File: config.mk
export PLATFORM = sky130hd
export DESIGN_NAME = pixie_dma_sequencer
export DESIGN_NICKNAME = d
export VERILOG_FILES = /design/src/rtl/pixie_dma_sequencer.sv
export SDC_FILE = /design/constraint.sdc
export NUM_CORES = 1
export LEC_CHECK = 0
export BUFFER_PORTS_ARGS = -buffer_cell sky130_fd_sc_hd__buf_2
export CAP_MARGIN = 20
export CORE_ASPECT_RATIO = 1.75
export CORE_UTILIZATION = 30
export CTS_CLUSTER_SIZE = 40
export DETAILED_ROUTE_END_ITERATION = 10
export GPL_TIMING_DRIVEN = 0
export PLACE_DENSITY = 0.53
export SYNTH_ARGS = -nofsm -noshare
export SYNTH_HDL_FRONTEND = slang
export SYNTH_SLANG_ARGS = --single-unit
File: constraint.sdc
create_clock -name clk -period 4.3 [get_ports clk]
set_input_delay 0.86 -clock clk [delete_from_list [all_inputs] [get_ports clk]]
set_output_delay 0.86 -clock clk [all_outputs]
set_load 0.01 [all_outputs]
File: src/rtl/pixie_dma_sequencer.sv
// CDP1861-style display timing and DMA sequencer: machine-cycle/line/frame counters,
// INT/EFx/DMAO generation and DMA-out capture into frame buffer port A.
// Optional macro PIXIE_DMA_OVERRUN_EN adds a sticky dma_overrun output.
module pixie_dma_sequencer #(
    parameter int unsigned LINES_PER_FRAME = 262,
    parameter int unsigned CYCLES_PER_LINE = 14,
    parameter int unsigned FIRST_DISP_LINE = 80,
    parameter int unsigned DISP_LINES      = 128,
    parameter int unsigned BYTES_PER_LINE  = 8,
    parameter int unsigned DMA_START_CYCLE = 2
) (
    input  logic       clk,
    input  logic       reset,
    input  logic       clk_enable,
    input  logic [1:0] SC,
    input  logic       disp_on,
    input  logic       disp_off,
    input  logic [7:0] data_in,
    output logic       DMAO,
    output logic       INT,
    output logic       EFx,
    output logic [9:0] mem_addr,
    output logic [7:0] mem_data,
    output logic       mem_wr_en,
    output logic       frame_start
`ifdef PIXIE_DMA_OVERRUN_EN
    ,
    output logic       dma_overrun
`endif
);

    localparam logic [3:0] C_LAST_CYCLE = 4'(CYCLES_PER_LINE - 1);
    localparam logic [3:0] C_PRE_START  = 4'(DMA_START_CYCLE - 1);
    localparam logic [8:0] L_LAST_LINE  = 9'(LINES_PER_FRAME - 1);
    localparam logic [8:0] L_FIRST_DISP = 9'(FIRST_DISP_LINE);
    localparam logic [8:0] L_PRE_DISP   = 9'(FIRST_DISP_LINE - 1);
    localparam logic [8:0] L_LAST_DISP  = 9'(FIRST_DISP_LINE + DISP_LINES - 1);
    localparam logic [8:0] L_EFX_TOP    = 9'(FIRST_DISP_LINE - 4);
    localparam logic [8:0] L_EFX_BOT    = 9'(FIRST_DISP_LINE + DISP_LINES - 4);
    localparam logic [8:0] L_INT_FIRST  = 9'(FIRST_DISP_LINE - 2);
    localparam logic [2:0] B_LAST       = 3'(BYTES_PER_LINE - 1);

    typedef enum logic [1:0] {
        S_IDLE = 2'd0,
        S_REQ  = 2'd1,
        S_DONE = 2'd2
    } state_t;

    state_t     r_state;
    state_t     w_state_next;
    logic [3:0] r_cycle;
    logic [8:0] r_line;
    logic [6:0] r_row;
    logic [2:0] r_byte;
    logic       r_enable;

    logic       w_cycle_last;
    logic       w_line_wrap;
    logic       w_frame_wrap;
    logic [3:0] w_cycle_next;
    logic [8:0] w_line_next;
    logic       w_enable_next;
    logic       w_disp_line;
    logic       w_start;
    logic       w_accept;
    logic       w_efx_next;
    logic       w_int_line_next;

    assign w_cycle_last  = (r_cycle == C_LAST_CYCLE);
    assign w_line_wrap   = clk_enable & w_cycle_last;
    assign w_frame_wrap  = w_line_wrap & (r_line == L_LAST_LINE);
    assign w_cycle_next  = !clk_enable ? r_cycle : (w_cycle_last ? 4'd0 : r_cycle + 4'd1);
    assign w_line_next   = !w_line_wrap ? r_line : (w_frame_wrap ? 9'd0 : r_line + 9'd1);
    assign w_enable_next = disp_off ? 1'b0 : (disp_on ? 1'b1 : r_enable);
    assign w_disp_line   = (r_line >= L_FIRST_DISP) && (r_line <= L_LAST_DISP);
    assign w_start       = clk_enable && (r_cycle == C_PRE_START) && r_enable && w_disp_line;

    // Flags are decoded from the next line value so they line up with the registered counters.
    assign w_efx_next = ((w_line_next >= L_EFX_TOP) && (w_line_next < L_FIRST_DISP)) ||
                        ((w_line_next >= L_EFX_BOT) && (w_line_next <= L_LAST_DISP));
    assign w_int_line_next = (w_line_next >= L_INT_FIRST) && (w_line_next < L_FIRST_DISP);

    always_ff @(posedge clk) begin
        if (reset) begin
            r_state <= S_IDLE;
        end else begin
            r_state <= w_state_next;
        end
    end

    // Line wrap beats disp_off, which beats an accept in the same clock.
    always_comb begin
        w_state_next = r_state;
        w_accept     = 1'b0;
        case (r_state)
            S_IDLE: begin
                if (w_start) begin
                    w_state_next = S_REQ;
                end
            end
            S_REQ: begin
                if (w_line_wrap) begin
                    w_state_next = S_IDLE;
                end else if (disp_off) begin
                    w_state_next = S_IDLE;
                end else if (clk_enable && (SC == 2'b10)) begin
                    w_accept = 1'b1;
                    if (r_byte == B_LAST) begin
                        w_state_next = S_DONE;
                    end
                end
            end
            S_DONE: begin
                if (w_line_wrap) begin
                    w_state_next = S_IDLE;
                end
            end
            default: begin
                w_state_next = S_IDLE;
            end
        endcase
    end

    always_ff @(posedge clk) begin
        if (reset) begin
            r_cycle     <= 4'd0;
            r_line      <= 9'd0;
            r_row       <= 7'd0;
            r_byte      <= 3'd0;
            r_enable    <= 1'b0;
            DMAO        <= 1'b0;
            INT         <= 1'b0;
            EFx         <= 1'b0;
            mem_addr    <= 10'd0;
            mem_data    <= 8'd0;
            mem_wr_en   <= 1'b0;
            frame_start <= 1'b0;
        end else begin
            r_cycle     <= w_cycle_next;
            r_line      <= w_line_next;
            r_enable    <= w_enable_next;
            frame_start <= w_frame_wrap;
            EFx         <= w_efx_next;
            INT         <= w_enable_next & w_int_line_next;
            DMAO        <= (w_state_next == S_REQ);
            mem_wr_en   <= w_accept;
            if (w_accept) begin
                mem_addr <= {r_row, r_byte};
                mem_data <= data_in;
                r_byte   <= r_byte + 3'd1;
            end else if ((r_state == S_REQ) && (w_state_next == S_IDLE)) begin
                r_byte <= 3'd0;
            end
            // Row advances at the end of every display line, even a starved or aborted one.
            if (w_line_wrap) begin
                if (r_line == L_PRE_DISP) begin
                    r_row <= 7'd0;
                end else if (w_disp_line) begin
                    r_row <= r_row + 7'd1;
                end
            end
        end
    end

`ifdef PIXIE_DMA_OVERRUN_EN
    logic w_overrun_evt;
    logic r_overrun;

    assign w_overrun_evt = (r_state == S_REQ) && w_line_wrap;
    assign dma_overrun   = r_overrun;

    always_ff @(posedge clk) begin
        if (reset) begin
            r_overrun <= 1'b0;
        end else if (w_overrun_evt) begin
            r_overrun <= 1'b1;
        end
    end
`endif

endmodule

# Word level (Yosys, flattened, before mapping)
# Index checks and enable logic that the tools add are counted.
[classes]
bitwise = 3
add_sub_neg = 4
n_eq_ne = 9
n_reduce_logical = 15
n_mux = 20
order_cmp = 7
[ops]
columns = ["cell", "count"]
rows = [
  ["$ge A9 B7 Y1 const B", 3],
  ["$le A9 B8 Y1 const B", 2],
  ["$mux W9", 2],
  ["$mux W7", 2],
  ["$mux W2", 6],
  ["$add A9 B1 Y9 const B", 1],
  ["$eq A9 B7 Y1 const B", 1],
  ["$eq A9 B9 Y1 const B", 1],
  ["$ge A9 B8 Y1 const B", 1],
  ["$logic_and A1 B1 Y1", 9],
  ["$lt A9 B7 Y1 const B", 1],
  ["$add A7 B1 Y7 const B", 1],
  ["$mux W1", 6],
  ["$mux W3", 2],
  ["$pmux W2 S3", 1],
  ["$add A4 B1 Y4 const B", 1],
  ["$eq A2 B1 Y1 const B", 2],
  ["$eq A2 B2 Y1 const B", 2],
  ["$eq A4 B1 Y1 const B", 1],
  ["$eq A4 B4 Y1 const B", 1],
  ["$logic_not A2 Y1", 2],
  ["$mux W4", 1],
  ["$reduce_bool A2 Y1", 2],
  ["$add A3 B1 Y3 const B", 1],
  ["4 further kinds", 6],
]
[word_totals]
input_bits = 15
word_cells = 71
out_inout_bits = 23
ff_bits = 49

# Longest topological paths before layout
# Gate-level depths: netlist of run 1.
[depth]
word_depth = 10
ltp_mapped = 7
mapped_depth_nobuf = 7

# Least setup slack after synthesis of run 1
# OpenSTA, ideal clock, no wires.
[synth_path]
path_kind = "input to register"
startpoint = "in clk_enable"
endpoint = "reg INT"
required_time_ps = 4209
cell_stages = 6
t_arrival_ps = 1966
setup_time_ps = 91
path_slack_ps = 2243
n_path_buf = 1
cell_sequence = "nand3b_1 buf_6 or3_4 a22oi_2 nand4b_1 nor4bb_1"
[synth_between]
elab_chain_cells = 7
elab_cells_between_ends = 8
cone_classes = "2 x order compare; 2 x mux; 3 x bitwise; 1 x reduce/logical"
[synth_rtl]
columns = ["item", "line", "source"]
rows = [
  ["start, declared", "14", "input logic clk_enable,"],
  ["$and A1 B1 Y1 *", "70", "assign w_line_wrap = clk_enable & w_cycle_last;"],
  ["$and A1 B1 Y1", "71", "assign w_frame_wrap = w_line_wrap & (r_line == L_LAST_LINE);"],
  ["$mux W9", "73", "assign w_line_next = !w_line_wrap ? r_line : (w_frame_wrap ? 9'd0 : r_line + 9'd1);"],
  ["$mux W9 *", "73", ""],
  ["$ge A9 B7 Y1 or $lt A9 B7 Y1 (tied branches)", "81", "assign w_int_line_next = (w_line_next >= L_INT_FIRST) && (w_line_next < L_FIRST_DISP);"],
  ["$logic_and A1 B1 Y1 *", "81", ""],
  ["$and A1 B1 Y1 *", "144", "INT <= w_enable_next & w_int_line_next;"],
  ["end signal, assigned", "144", ""],
  ["end, declared", "20", "output logic INT,"],
]
# Mark *: on every way between the ends. The rest lies on a longest branch, timed or not.
# A chain may end at the register's enable or synchronous reset.

# Final worst setup path of run 1
[layout_path]
startpoint = "in clk_enable"
endpoint = "reg EFx"
[layout_between]
elab_chain_cells = 7
elab_cells_between_ends = 11
cone_classes = "4 x order compare; 2 x mux; 2 x bitwise; 3 x reduce/logical"
[layout_rtl]
columns = ["item", "line", "source"]
rows = [
  ["$and A1 B1 Y1 *", "70", ""],
  ["$and A1 B1 Y1", "71", ""],
  ["$mux W9", "73", ""],
  ["$mux W9 *", "73", ""],
  ["$ge A9 B7 Y1, or another cell as far along", "79", "assign w_efx_next = ((w_line_next >= L_EFX_TOP) && (w_line_next < L_FIRST_DISP)) ||"],
  ["$logic_and A1 B1 Y1 (on tied branches)", "79, 80", ""],
  ["$logic_or A1 B1 Y1 *", "79", ""],
  ["end signal, assigned", "143", "EFx <= w_efx_next;"],
  ["end, declared", "21", "output logic EFx,"],
]
# Marked as above.

==> out/results.txt, run 1 <==
Rel. slew slack - 49.8%
Postcts setup bufs - 0
Via density - 4.85
Setup CP Type - in -> reg
Synth cell count leaders - 49 x dfxtp_1, 43 x nand2_1, 31 x nor2_1
Critical path origin - clk_enable
I/O Pins - 38
Clk pwr share - 43.7%
Psw - 0.180 mW
Post-synth cell types - 48
Final setup vio count - 0
Top cell type's share of synthesized area - 45.6%
Int Pwr - 0.682 mW
Startpoint Class - primary input
Proportion of synthesized area in mux cells - 1.45%
Worst-path maximum fanout - 10
Crit path DAT - 2350 ps
Post-Syn Instances - 251
Deepest clock path buffer count - 2
VDD IR max - 0.189 mV
Die height - 114 um
Site row count - 40
Cts bufs inserted - 5
Drt pass-1 iters - 4
Combinational share of power - 3.2%
Tightest Pin Transition - 752 ps
Final #Nets - 315
Worst flop-to-flop path startpoint - r_line[0]
Status - finished clean
Pwr Density - 334 nW/um^2
Drt first-iter violations - 88
Clk Latency, worst-skew pair - 280 ps
Routed wire per std cell - 12.7 um
Synth Area per Inst - 8.57 um^2
Part of the power in registers - 53.2%
Vias in the first global route - 1726
Net Sw Frac - 20.9%
Port bufs - 36
Synth async-reset ratio - 0%
Fin. max-slew vios - 0
Largest family of logic cells by synthesized area - simple AND/OR/NAND/NOR gates
Post-Syn Area - 2150 um^2
Final ANT Viol Nets - 0
Top-count cell post-synth - dfxtp_1
Area share of xor/xnor cells in the synthesized design - 5.29%
Simple-gate portion of the synthesized area - 24.4%
Number of synthesized register bits - 49
CP required - 4440 ps
Clock-pin slew on the worst setup and hold paths - 60 ps
Post-synthesis net count - 272
CTS Root Cell - clkbuf_16
Number of flops mapped to enable cells by yosys - 0
Die W - 66.0 um
Hold path start - mem_addr[8]
Top FF cell, synth - dfxtp_1
Worst min path class - reg -> reg
CP endpoint kind - flip-flop
Peak Freq - 452 MHz
Max Cap Violations - 0
Fill cells - 724
RSZ-0062 raised after global routing - false
Largest net degree at the start of global routing - 16
Setup TNS - 0 ps
Starting Density - 31.2%
R2R depth - 6
Final Wtd Congestion - 0.804
Final Hold Viols - 0
Compound-Gate Fraction of Synth Area - 15.6%
N_diodes - 0
Drt drc - 0
Adder-Cell Fraction of Synth Area - 3.49%
Post_cts resized - 0
H-tree Lvls - 2
First-pass GRT wire length - 8020 um
Core area - 6910 um^2
Seq/Total Area, Yosys - 45.6%
Hold buffers post-CTS - 0
Fin crit share - 51.5%
Design Power - 0.863 mW
Tmin final - 2210 ps
Area delta synth->final - 19.9%
Share of cells above drive strength 1 - 18.6%
Synth area leaders - dfxtp_1 46%, nand2_1 7.5%, nor2_1 5.4%
Area leader, netlist - dfxtp_1
Initial antenna violation count - 0
Total gr overflow - 0
Clock Sinks - 49
GRT Total Usage - 13.9%
Post-DP HPWL - 3690 um
Hold Path Stages - 2
LEAKAGE - 0.938 nW
WL final - 4820 um
Clock Skew - 3.14 ps
Total number of vias - 1838
CTS tree - yes
Die area - 7530 um^2
Syn. warnings - 0
## logic make-up (layout without fill, tap and decap cells)
family                   count (synthesis)  after routing
AO/OA/AOI/OAI                           48             48
XOR/XNOR                                13             13
adder cells (fa/ha/maj)                  6              6
buffers and inverters                   20             64
flip-flops                              49             49
multiplexers                             3              3
AND/OR/NAND/NOR                        112            112
## worst max-delay path: stages
cell	delay [ps]
buf_2	140
nand3b_1	120
or2_1	270
buf_2	200
o21bai_1	630
nor2_1	130
## state kept, by name, indices dropped and copies added, names as in the netlist, 2 cells and up
| signal | flops |
|---|---|
| mem_data | 8 |
| r_byte | 3 |
| r_state | 2 |
| r_row | 7 |
| r_line | 9 |
| r_cycle | 4 |
| mem_addr | 10 |
## cells in the final DEF (no fill, tap or decap), drive strengths merged, types with 7 or more instances in the layout
| cell type | Yosys | final |
|---|---|---|
| buf | 5 | 41 |
| inv | 9 | 9 |
| xnor2 | 11 | 11 |
| a21oi | 23 | 23 |
| nand3 | 7 | 7 |
| nor2 | 31 | 31 |
| nand2 | 43 | 43 |
| dfxtp | 49 | 49 |
| clkbuf | 6 | 12 |
## metrics by stage
| stage | hold WS (ps) | utilization, % | std cells | setup slack, ps | instance area (um^2) |
|---|---|---|---|---|---|
| 2_1_floorplan | 434 | - | 251 | 2240 | 2150 |
| 3_3_place_gp | 440 | 35.3 | 371 | 1740 | 2440 |
| 3_5_place_dp | 444 | 35.3 | 371 | 1730 | 2440 |
| 4_1_cts | 453 | 37.4 | 379 | 2030 | 2580 |
| 5_1_grt | 467 | 37.4 | 379 | 1970 | 2580 |
| 6_report | 450 | 37.4 | 379 | 2090 | 2580 |
## path summary, 6_finish.rpt
kind	end	slack, ps
worst min register to register	mem_addr[8]	450
worst max-delay path	EFx	2090
worst min-delay path	mem_addr[8]	450
worst max register to register	INT	2230
## power groups by stage
stage | Combinational (mW) | Sequential (mW) | Clock (mW)
2_1_floorplan | 0.0155 | 0.468 | 0
3_3_place_gp | 0.0280 | 0.468 | 0
3_5_place_dp | 0.0280 | 0.469 | 0
4_1_cts | 0.0280 | 0.458 | 0.391
5_1_grt | 0.0305 | 0.459 | 0.407
6_report | 0.0272 | 0.459 | 0.377
## area by class of cell
class / instances / area (um^2) / area share [%]
Multi-Input combinational cell: 182 / 1080 / 41.9
Timing Repair Buffer: 36 / 180 / 6.98
Tap cell: 84 / 105 / 4.07
Clock buffer: 6 / 129 / 4.99
Clock inverter: 2 / 15.0 / 0.582
Buffer: 11 / 56.3 / 2.18
Sequential cell: 49 / 981 / 38.0
Inverter: 9 / 33.8 / 1.31
## per-layer routing
layer	up-vias	global-route usage, %	share of wire (%)
met4	0	6.38	2.5
met1	840	15.2	43
li1	957	-	-
met5	-	0	0
met3	9	2.90	3.3
met2	32	24.8	52
No activity file was read; power rests on OpenSTA's default activity.
==> run 2: changes to the inputs <==
- PLACE_DENSITY: 0.53 -> 0.55
- clock period: 4.3 -> 2 ns (I/O delays scaled with it)
==> run 2 against run 1 <==
- worst setup slack worse by 1900 ps
- register-to-register slack worse by 2100 ps
- core utilization is 1.1 points higher
- clock skew hardly changed
- non-clock buffer count is 1 higher
- first-iteration DRC count is 20% higher
- wire length is 1.1% higher
- final cell count is 0.26% higher
- power is 130% higher
- sequential cell count stayed put
- critical path depth is 1 lower
- critical path type is now reg -> reg
- largest power group unchanged
==> out/results.txt, run 2 (same netlist as run 1, synthesis figures left out) <==
Status - finished clean
Final std cells w/o fill - 380 (+0.26%)
Register area - 986 um^2 (+0.51%)
GRT Total Usage - 14.1% (+0.29 points)
Area delta synth->final - 23.3%
Footprint of the multi-input gates - 1110 um^2 (+2.7%)
Final Util - 38.4% (+1.1 points)
Tmin final - 1850 ps
Die W - 66.0 um (unchanged)
Post-DP HPWL - 3690 um (about the same)
Die area - 7530 um^2 (unchanged)
CTS tree - yes
Core area - 6910 um^2 (unchanged)
Setup CP Type - reg -> reg
Worst-path maximum fanout - 10 (unchanged)
Fill cells - 723 (-0.14%)
CP endpoint kind - flip-flop
Port bufs - 36 (unchanged)
Final Wtd Congestion - 0.781 (-2.9%)
Vias in the first global route - 1767 (+2.4%)
Design Power - 2.02 mW (+130%)
Total number of vias - 1856 (+0.98%)
Met3 Wirelength - 122 um (-24%)
Clock Skew - 2.89 ps (-0.253 ps)
H-tree Lvls - 2 (unchanged)
Final #Nets - 316 (+0.32%)
Final setup vio count - 0 (unchanged)
Commonest cells after routing, fill and taps aside - 45 x dfxtp_1, 43 x nand2_1, 39 x buf_2
Drt first-iter violations - 106 (+20%)
Number of flip-flops in the largest register - 10 (unchanged)
Drt drc - 0 (unchanged)
CTS Root Cell - clkbuf_16
Startpoint Class - flip-flop
Largest net degree at the start of global routing - 15 (-1)
N_diodes - 0 (unchanged)
Drt pass-1 iters - 4 (unchanged)
I/O Pins - 38 (unchanged)
Routed wire per std cell - 12.8 um (+0.85%)
Clk Latency, worst-skew pair - 290 ps (about the same)
Met1 wire length - 1980 um (-3.1%)
Deepest clock path buffer count - 2 (unchanged)
Fin. max-slew vios - 0 (unchanged)
Worst min path class - in -> reg
Clock-pin slew on the worst setup and hold paths - 60 ps (about the same)
DR top layer - met4
Worst stage delay on the critical path - 440 ps (-190 ps)
Sequence of cells on the critical path - nor3b_1 -> nand3_1 -> buf_2 -> nand2_1 -> a21oi_1
VDD IR max - 0.416 mV (+120%)
Share of cells above drive strength 1 - 22.3% (+3.7 points)
Via density - 4.88 (+0.71%)
RSZ-0062 raised after global routing - true
Final Hold Viols - 0 (unchanged)
Commonest non-fill, non-tap cell in the layout - dfxtp_1
Total gr overflow - 0 (unchanged)
Crit path DAT - 2010 ps (-340 ps)
Die height - 114 um (unchanged)
LEAKAGE - 0.971 nW (+3.6%)
Biggest registers after layout - mem_addr (10), r_line (9), mem_data (8)
Fin crit share - 92.7%
Starting Density - 31.2% (unchanged)
Met2 WL - 2630 um (+6.0%)
CP required - 2160 ps (-2280 ps)
Tightest Pin Transition - 644 ps (-108 ps)
Max Cap Violations - 0 (unchanged)
Cts bufs inserted - 5 (unchanged)
Site row count - 40 (unchanged)
Peak Freq - 539 MHz
Pwr Density - 760 nW/um^2 (+130%)
Rel. slew slack - 56.9% (+7.1 points)
Largest Register - mem_addr
Hold buffers post-CTS - 0 (unchanged)
DP Cell Count - 371 (unchanged)
Setup ws final - 145 ps (-1940 ps)
WL final - 4870 um (+1.1%)
Initial antenna violation count - 0 (unchanged)
Clock Sinks - 49 (unchanged)
Final ANT Viol Nets - 0 (unchanged)
First-pass GRT wire length - 8220 um (+2.5%)
Place WS - -100 ps (-1830 ps)
Slowest cell on crit path - nor3b_1
==> run 2: changes by cell type in the layout (fill, tap and decap cells not counted), moves of 2 or more <==
cell | previous run | this run
dfxtp_1 | 49 | 45
dfxtp_2 | 0 | 4
clkbuf_1 | 7 | 5
clkbuf_2 | 0 | 2
clkinvlp_4 | 2 | 0
==> run 2: repair_timing <==
action | 4_1_cts | 5_1_grt
resized for setup | 2 | 12
hold endpoints to repair | 0 | 0
setup buffers | 0 | 1
pin swaps | 0 | 2
setup endpoints to repair | 2 | 26
==> run 2: critical path: cells and delay by family, from the launching register on <==
family / cells / cell delay (ps)
simple gates: 3 / 940
flops: 1 / 410
buf+inv: 1 / 320
compound gates: 1 / 60
==> run 2: area by class of cell <==
cell class                      instances  area share (%)
Clock inverter                          1            1.13
Timing Repair Buffer                   37            7.07
Clock buffer                            7            5.37
Sequential cell                        49            37.2
Tap cell                               84            3.96
Buffer                                 11            2.22
Inverter                                9            1.27
Multi-Input combinational cell        182            41.8
==> run 2: report_power, final <==
part	leakage [nW]	total [mW]	internal, mW	switching [mW]
combinational	0.490	0.0595	0.0235	0.0360
sequential	0.397	0.986	0.981	0.00516
clock	0.0841	0.972	0.624	0.347
==> run 2: final timing paths <==
kind | from | end | slack, ps | depth (start not counted)
worst max-delay path | r_state[0] | mem_data[0] | 150 | 5
worst min-delay path | data_in[0] | mem_data[0] | 340 | 3
worst max register to register | r_state[0] | mem_data[0] | 150 | 5
worst min register to register | mem_data[7] | mem_data[7] | 450 | 2
==> run 2: per-stage QoR <==
step / cell area (um^2) / setup TNS (ps) / hold WS (ps)
final: 2650 / 0 / 344
after global routing: 2650 / -166 / 349
after CTS: 2610 / 0 / 341
after detailed placement: 2440 / -715 / 444
after global placement: 2440 / -209 / 439
after floorplan: 2150 / 0 / 434
==> run 2: metal layers <==
metal  GRT usage [%]  up-vias
li1                -      961
met1            15.0      854
met2            25.5       33
met3            2.20        8
met4            8.09        0
met5               0        -
